==> config.mk <==
export PLATFORM = sky130hd
export DESIGN_NAME = seq_pattern_gen
export DESIGN_NICKNAME = d
export VERILOG_FILES = /design/src/rtl/seq_pkg.sv /design/src/rtl/seq_shift_reg.sv /design/src/rtl/seq_pattern_gen.sv
export SDC_FILE = /design/constraint.sdc
export NUM_CORES = 1
export LEC_CHECK = 0
export ABC_AREA = 1
export ABC_CLOCK_PERIOD_IN_PS = 1700
export CORE_UTILIZATION = 49
export DETAILED_ROUTE_END_ITERATION = 10
export MAX_ROUTING_LAYER = met4
export PLACE_DENSITY = 0.81
export SLEW_MARGIN = 20
export SYNTH_ARGS = -nofsm -noshare
export SYNTH_HDL_FRONTEND = slang
export SYNTH_HIERARCHICAL = 1
export SYNTH_SLANG_ARGS = --single-unit
export TNS_END_PERCENT = 100
==> constraint.sdc <==
create_clock -name clk -period 1.7 [get_ports clk]
set_input_delay 0.425 -clock clk [delete_from_list [all_inputs] [get_ports clk]]
set_output_delay 0.425 -clock clk [all_outputs]
set_load 0.02 [all_outputs]
==> src/rtl/seq_pkg.sv <==
// Shared definitions for the serial pattern generator and detector path.
// State codes, 7-segment glyphs and the pattern length clamp.
package seq_pkg;

  typedef enum logic [1:0] {
    GEN_IDLE  = 2'b00,
    GEN_SHIFT = 2'b01,
    GEN_DONE  = 2'b10
  } gen_state_t;

  // Active-low segments {g,f,e,d,c,b,a}
  localparam logic [6:0] SEG_BLANK = 7'b1111111;
  localparam logic [6:0] SEG_TX    = 7'b0000111;
  localparam logic [6:0] SEG_DONE  = 7'b0100001;
  localparam logic [6:0] SEG_DET   = 7'b0100001;
  localparam logic [6:0] SEG_ERR   = 7'b0000110;

  // Zero or oversize lengths mean "send the whole word"
  function automatic int unsigned clamp_len(
    input int unsigned len,
    input int unsigned width
  );
    if (len == 0 || len > width)
      return width;
    return len;
  endfunction

endpackage

==> src/rtl/seq_shift_reg.sv <==
// Loadable MSB-first shift register with length select.
// Keeps a copy of the aligned pattern so repeat passes can reload it.
module seq_shift_reg
  import seq_pkg::*;
#(
  parameter int unsigned WIDTH = 8,
  parameter int unsigned LEN_W = 4
) (
  input  logic             clk,
  input  logic             rst,
  input  logic             load,
  input  logic             shift,
  input  logic             reload,
  input  logic [WIDTH-1:0] data,
  input  logic [LEN_W-1:0] len,
  output logic             head,
  output logic             pat_msb,
  output logic             load_msb
);

  logic [WIDTH-1:0] sr_q;
  logic [WIDTH-1:0] pat_q;
  logic [WIDTH-1:0] aligned;
  logic [LEN_W:0]   shamt;

  // Left-align so bit [len-1] of data lands in the MSB
  always_comb begin
    shamt   = (LEN_W+1)'(WIDTH) - {1'b0, len};
    aligned = data << shamt;
  end

  // sr_q holds the bits still pending after the one on the wire
  always_ff @(posedge clk or posedge rst) begin
    if (rst) begin
      sr_q  <= '0;
      pat_q <= '0;
    end else if (load) begin
      pat_q <= aligned;
      sr_q  <= aligned << 1;
    end else if (reload) begin
      sr_q  <= pat_q << 1;
    end else if (shift) begin
      sr_q  <= sr_q << 1;
    end
  end

  assign head     = sr_q[WIDTH-1];
  assign pat_msb  = pat_q[WIDTH-1];
  assign load_msb = aligned[WIDTH-1];

endmodule

==> src/rtl/seq_pattern_gen.sv <==
// Serial pattern transmitter: parallel word in, MSB-first bits out.
// Supports repeat passes, hold stalls and a 7-segment status digit.
module seq_pattern_gen
  import seq_pkg::*;
#(
  parameter int unsigned WIDTH = 8,
  parameter int unsigned LEN_W = 4,
  parameter int unsigned RPT_W = 4
) (
  input  logic             clk,
  input  logic             rst,
  input  logic             load_valid,
  output logic             load_ready,
  input  logic [WIDTH-1:0] load_data,
  input  logic [LEN_W-1:0] load_len,
  input  logic [RPT_W-1:0] load_repeat,
  input  logic             hold,
  output logic             serial_out,
  output logic             serial_valid,
  output logic             busy,
  output logic             done,
  output logic [6:0]       seg_out
);

  gen_state_t       state_q;
  gen_state_t       state_d;
  logic [LEN_W-1:0] len_c;
  logic [LEN_W-1:0] len_q;
  logic [LEN_W-1:0] bit_cnt;
  logic [RPT_W-1:0] rpt_cnt;
  logic             accept;
  logic             adv;
  logic             wrap;
  logic             last;
  logic             sr_shift;
  logic             sr_reload;
  logic             head;
  logic             pat_msb;
  logic             load_msb;

  always_comb begin
    len_c     = LEN_W'(clamp_len(32'(load_len), WIDTH));
    accept    = load_valid && load_ready;
    adv       = (state_q == GEN_SHIFT) && !hold;
    wrap      = adv && (bit_cnt == '0);
    last      = wrap && (rpt_cnt == '0);
    sr_shift  = adv && (bit_cnt != '0);
    sr_reload = wrap && (rpt_cnt != '0);
  end

  seq_shift_reg #(
    .WIDTH (WIDTH),
    .LEN_W (LEN_W)
  ) u_sr (
    .clk      (clk),
    .rst      (rst),
    .load     (accept),
    .shift    (sr_shift),
    .reload   (sr_reload),
    .data     (load_data),
    .len      (len_c),
    .head     (head),
    .pat_msb  (pat_msb),
    .load_msb (load_msb)
  );

  always_ff @(posedge clk or posedge rst) begin
    if (rst)
      state_q <= GEN_IDLE;
    else
      state_q <= state_d;
  end

  always_comb begin
    state_d = GEN_IDLE;
    unique case (state_q)
      GEN_IDLE:
        state_d = accept ? GEN_SHIFT : GEN_IDLE;
      GEN_SHIFT:
        state_d = last ? GEN_DONE : GEN_SHIFT;
      GEN_DONE:
        state_d = GEN_IDLE;
      default:
        state_d = GEN_IDLE;
    endcase
  end

  always_comb begin
    load_ready = 1'b0;
    busy       = 1'b0;
    done       = 1'b0;
    seg_out    = SEG_BLANK;
    unique case (state_q)
      GEN_IDLE: begin
        load_ready = 1'b1;
      end
      GEN_SHIFT: begin
        busy    = 1'b1;
        seg_out = SEG_TX;
      end
      GEN_DONE: begin
        busy    = 1'b1;
        done    = 1'b1;
        seg_out = SEG_DONE;
      end
      default: begin
        load_ready = 1'b0;
      end
    endcase
  end

  // bit_cnt counts bits left in this pass after the one on the wire
  always_ff @(posedge clk or posedge rst) begin
    if (rst) begin
      len_q        <= '0;
      bit_cnt      <= '0;
      rpt_cnt      <= '0;
      serial_out   <= 1'b0;
      serial_valid <= 1'b0;
    end else if (accept) begin
      len_q        <= len_c;
      bit_cnt      <= len_c - LEN_W'(1);
      rpt_cnt      <= load_repeat;
      serial_out   <= load_msb;
      serial_valid <= 1'b1;
    end else if (state_q == GEN_SHIFT) begin
      if (hold) begin
        serial_valid <= 1'b0;
      end else if (bit_cnt != '0) begin
        bit_cnt      <= bit_cnt - LEN_W'(1);
        serial_out   <= head;
        serial_valid <= 1'b1;
      end else if (rpt_cnt != '0) begin
        rpt_cnt      <= rpt_cnt - RPT_W'(1);
        bit_cnt      <= len_q - LEN_W'(1);
        serial_out   <= pat_msb;
        serial_valid <= 1'b1;
      end else begin
        serial_out   <= 1'b0;
        serial_valid <= 1'b0;
      end
    end else begin
      serial_out   <= 1'b0;
      serial_valid <= 1'b0;
    end
  end

endmodule

==> summary.md, run 1 <==
| Metric | Value |
|---|---|
| Run status | complete, but fails checks |
| Failing checks | setup timing |
| Sequential share of the synthesized area | 0.359 |
| Sink Count | 31 |
| Nets | a little over 400 |
| Post-synth ARST share | 1.00 |
| Final min period | 1.78 ns |
| Vias | 2387 |
| CTS tree | yes |
| DR DRC count | 0 |
| Max-cap violations | 0 |
| Pwr dens | 1500 nW/µm² |
| Period utilisation layout | 1.05 |
| Post-synth EDFFs | 0 |
| Buffers on Ports | 30 |
| Most frequent cells in the layout | 60 x nand2_1, 48 x buf_4, 31 x dfrtp_1 |
| Diode count | 0 |
| Core area | 4120 µm² |
| Final Skew | 0.00835 ns |
| # IOs | 32 |
| Die area | 4680 µm² |
| Hpwl dp | 3.89 mm |
| First-pass GRT wire length | 9.22 mm |
| Final wirelength | 6.89 mm |
| Arrival time at the worst endpoint | 2.00 ns |
| Post-synth top area share | 0.359 |
| Starting Density | 0.526 |
| Antenna-violating nets left | 0 |
| Post-synth cell types | 33 |
| Gr ovfl total | 0 |
| TritonCTS buffer count | 5 |
| Global-route usage over all layers | 0.283 |
| Rows | 23 |
| Layout area overhead | 50.7% |
| Synth warn | 6 |
| Die width | roughly 70 µm |
| Worst hold path type | input port to asynchronous set/reset pin |
| Post-synth top area cell | dfrtp_1 |
| Via-to-Cell Ratio | 5.58 |
| Setup ws final | -0.0848 ns |
| Clock Latency Late Sink | 0.30 ns |
| Top_reg_cell synth | dfrtp_1 |
| Startpoint types | register |
| Number of global-route vias before repair | approximately 2100 |
| Reg clk slew, reported paths | 0.07 ns |
| Critical path fanouts, max | 4 |
| Largest net degree at the start of global routing | 17 |
| WHS | 0.476 ns |
| Synth Instances | approximately 300 |
| Syn nets | 324 |
| CTS HTree Levels | 2 |
| WP data required | 1.91 ns |
| Fmax | 560 MHz |
| Die Y | 68.4 µm |
| Synthesis-stage register bit count | 31 |
| Most common cell after layout, fill and taps aside | nand2_1 |
| Setup-failing EPs final | 6 |
| Post-Syn Area | 2160 µm² |
| Share of layout cells above drive strength 1 | 0.426 |
| CTS Buffer Depth | 2 |
| Pleak | around 0.0016 µW |
| Post-CTS Hold Fix Bufs | 0 |
| Kind of critical path | register to register |
| Critical Path End Type | register |
| Initial antenna violation count | 0 |
| Worst IR drop on VDD | approximately 840 µV |
| Drt pass-1 iters | 4 |
| RSZ-0062 raised after global routing | yes |
| Final Hold Viols | 0 |
| Max-slew violations | 0 |
| Placer Congestion | 0.882 |
| Per-cell routed wire length | 16.1 µm |
| Synth area leaders | dfrtp_1 36%, nand2_1 12%, nand3_1 6.7% |
| Syn Area/Cell | 7.28 µm² |
| DR iter-0 viols | 216 |
| Root Driver | clkbuf_8 |
| Setup TNS | -0.203 ns |
[timing repair]
action                                  CTS  global route
gates cloned                              1             1
pin swaps                                19            25
setup buffers                             5             7
endpoints found under the setup margin   27            27
resized for setup                        65            51
[cell families (layout without fill, tap and decap cells)]
group / Yosys count / after routing / share of synthesized area
other: 1 / 1 / 0.00173
buffers and inverters: 58 / 138 / 0.127
AND/OR/NAND/NOR: 148 / 149 / 0.331
flip-flops: 31 / 31 / 0.359
XOR/XNOR: 2 / 2 / 0.0116
AO/OA/AOI/OAI: 50 / 50 / 0.130
adder cells (fa/ha/maj): 7 / 7 / 0.0405
[layout make-up]
class | count | area [µm²]
clock inverters | 2 | 35.0
clock buffers | 6 | 82.6
repair buffers | 83 | 688
flip-flops and latches | 31 | 776
well taps | 50 | 62.6
inverters | 47 | 206
fillers | 266 | 856
multi-input cells | 209 | 1410
[routing by layer]
metal,part of all wire,wire length (µm),GRT usage,vias up
met2,0.53,3640,0.491,116
met4,0.036,251,0.148,0
met5,0,0,-,-
li1,-,-,-,1108
met1,0.37,2570,0.301,1130
met3,0.062,428,0.0567,33
[flip-flops by register name (all words and copies together), names as in the netlist]
register	count
u_sr/pat_q	8
u_sr/sr_q	7
bit_cnt	4
len_q	4
rpt_cnt	4
state_q	2
serial_out	1
serial_valid	1
[final timing paths]
check	from	endpoint	slack, ns	depth (start not counted)
worst max-delay path	state_q[0]	u_sr/sr_q[3]	-0.08	12
worst min-delay path	rst	u_sr/pat_q[5]	0.48	3
worst max register to register	state_q[0]	u_sr/sr_q[3]	-0.08	12
worst min register to register	u_sr/pat_q[0]	u_sr/pat_q[0]	0.49	2
max in group asynchronous	rst	bit_cnt[0]	1.02	3
min in group clk	u_sr/pat_q[0]	u_sr/pat_q[0]	0.49	2
[Yosys cell counts (2+ instances only)]
cell,instances
buf_6,2
inv_1,35
a21oi_2,3
nand2_1,70
buf_4,4
nor2_2,4
dfrtp_1,31
nand3_1,29
nor2_1,22
nor2_4,3
o21ai_0,12
a21oi_1,17
nand2_2,7
buf_2,4
ha_1,7
inv_2,10
nand3_2,8
o211ai_1,2
o21ai_2,2
o21ai_1,11
nand4_1,2
[report_power, final]
part / total, µW / switching, µW / internal (µW) / leakage (µW)
logic: 2830 / 1640 / 1200 / 0.00117
clock network: 768 / 294 / 474 / 0.0000612
registers: 1280 / 219 / 1060 / 0.000385
[critical path, cell delays in order, from the launching register on]
cell and delay [ns]:
dfrtp_1 0.39, buf_4 0.14, ha_4 0.16, inv_4 0.07, nor2_4 0.04, nand2_2 0.09, nor2_4 0.06, nor2_1 0.11
inv_1 0.09, nor2_4 0.20, buf_6 0.14, a21oi_2 0.03, a21oi_1 0.18
[stage by stage]
stage	util	cells	cell area (µm²)	power (µW)	setup WS [ns]
after floorplan	-	297	2240	2750	-0.0736
after global placement	0.683	406	2810	3430	-0.575
after detailed placement	0.683	406	2810	3550	-0.637
after CTS	0.742	420	3050	4370	0.000514
after global routing	0.792	428	3260	5180	-0.114
final	0.792	428	3260	4880	-0.0848
No activity file was read; power rests on OpenSTA's default activity.
==> inputs of run 2 (changes only) <==
--- a/config.mk
+++ b/config.mk
@@ -7,6 +7,7 @@
 export LEC_CHECK = 0
 export ABC_AREA = 1
 export ABC_CLOCK_PERIOD_IN_PS = 1700
+export CORE_MARGIN = 1
 export CORE_UTILIZATION = 49
 export DETAILED_ROUTE_END_ITERATION = 10
 export MAX_ROUTING_LAYER = met4
==> results of run 2 <==
Same layout as run 1: the final DEF is identical, and so are final timing and power.
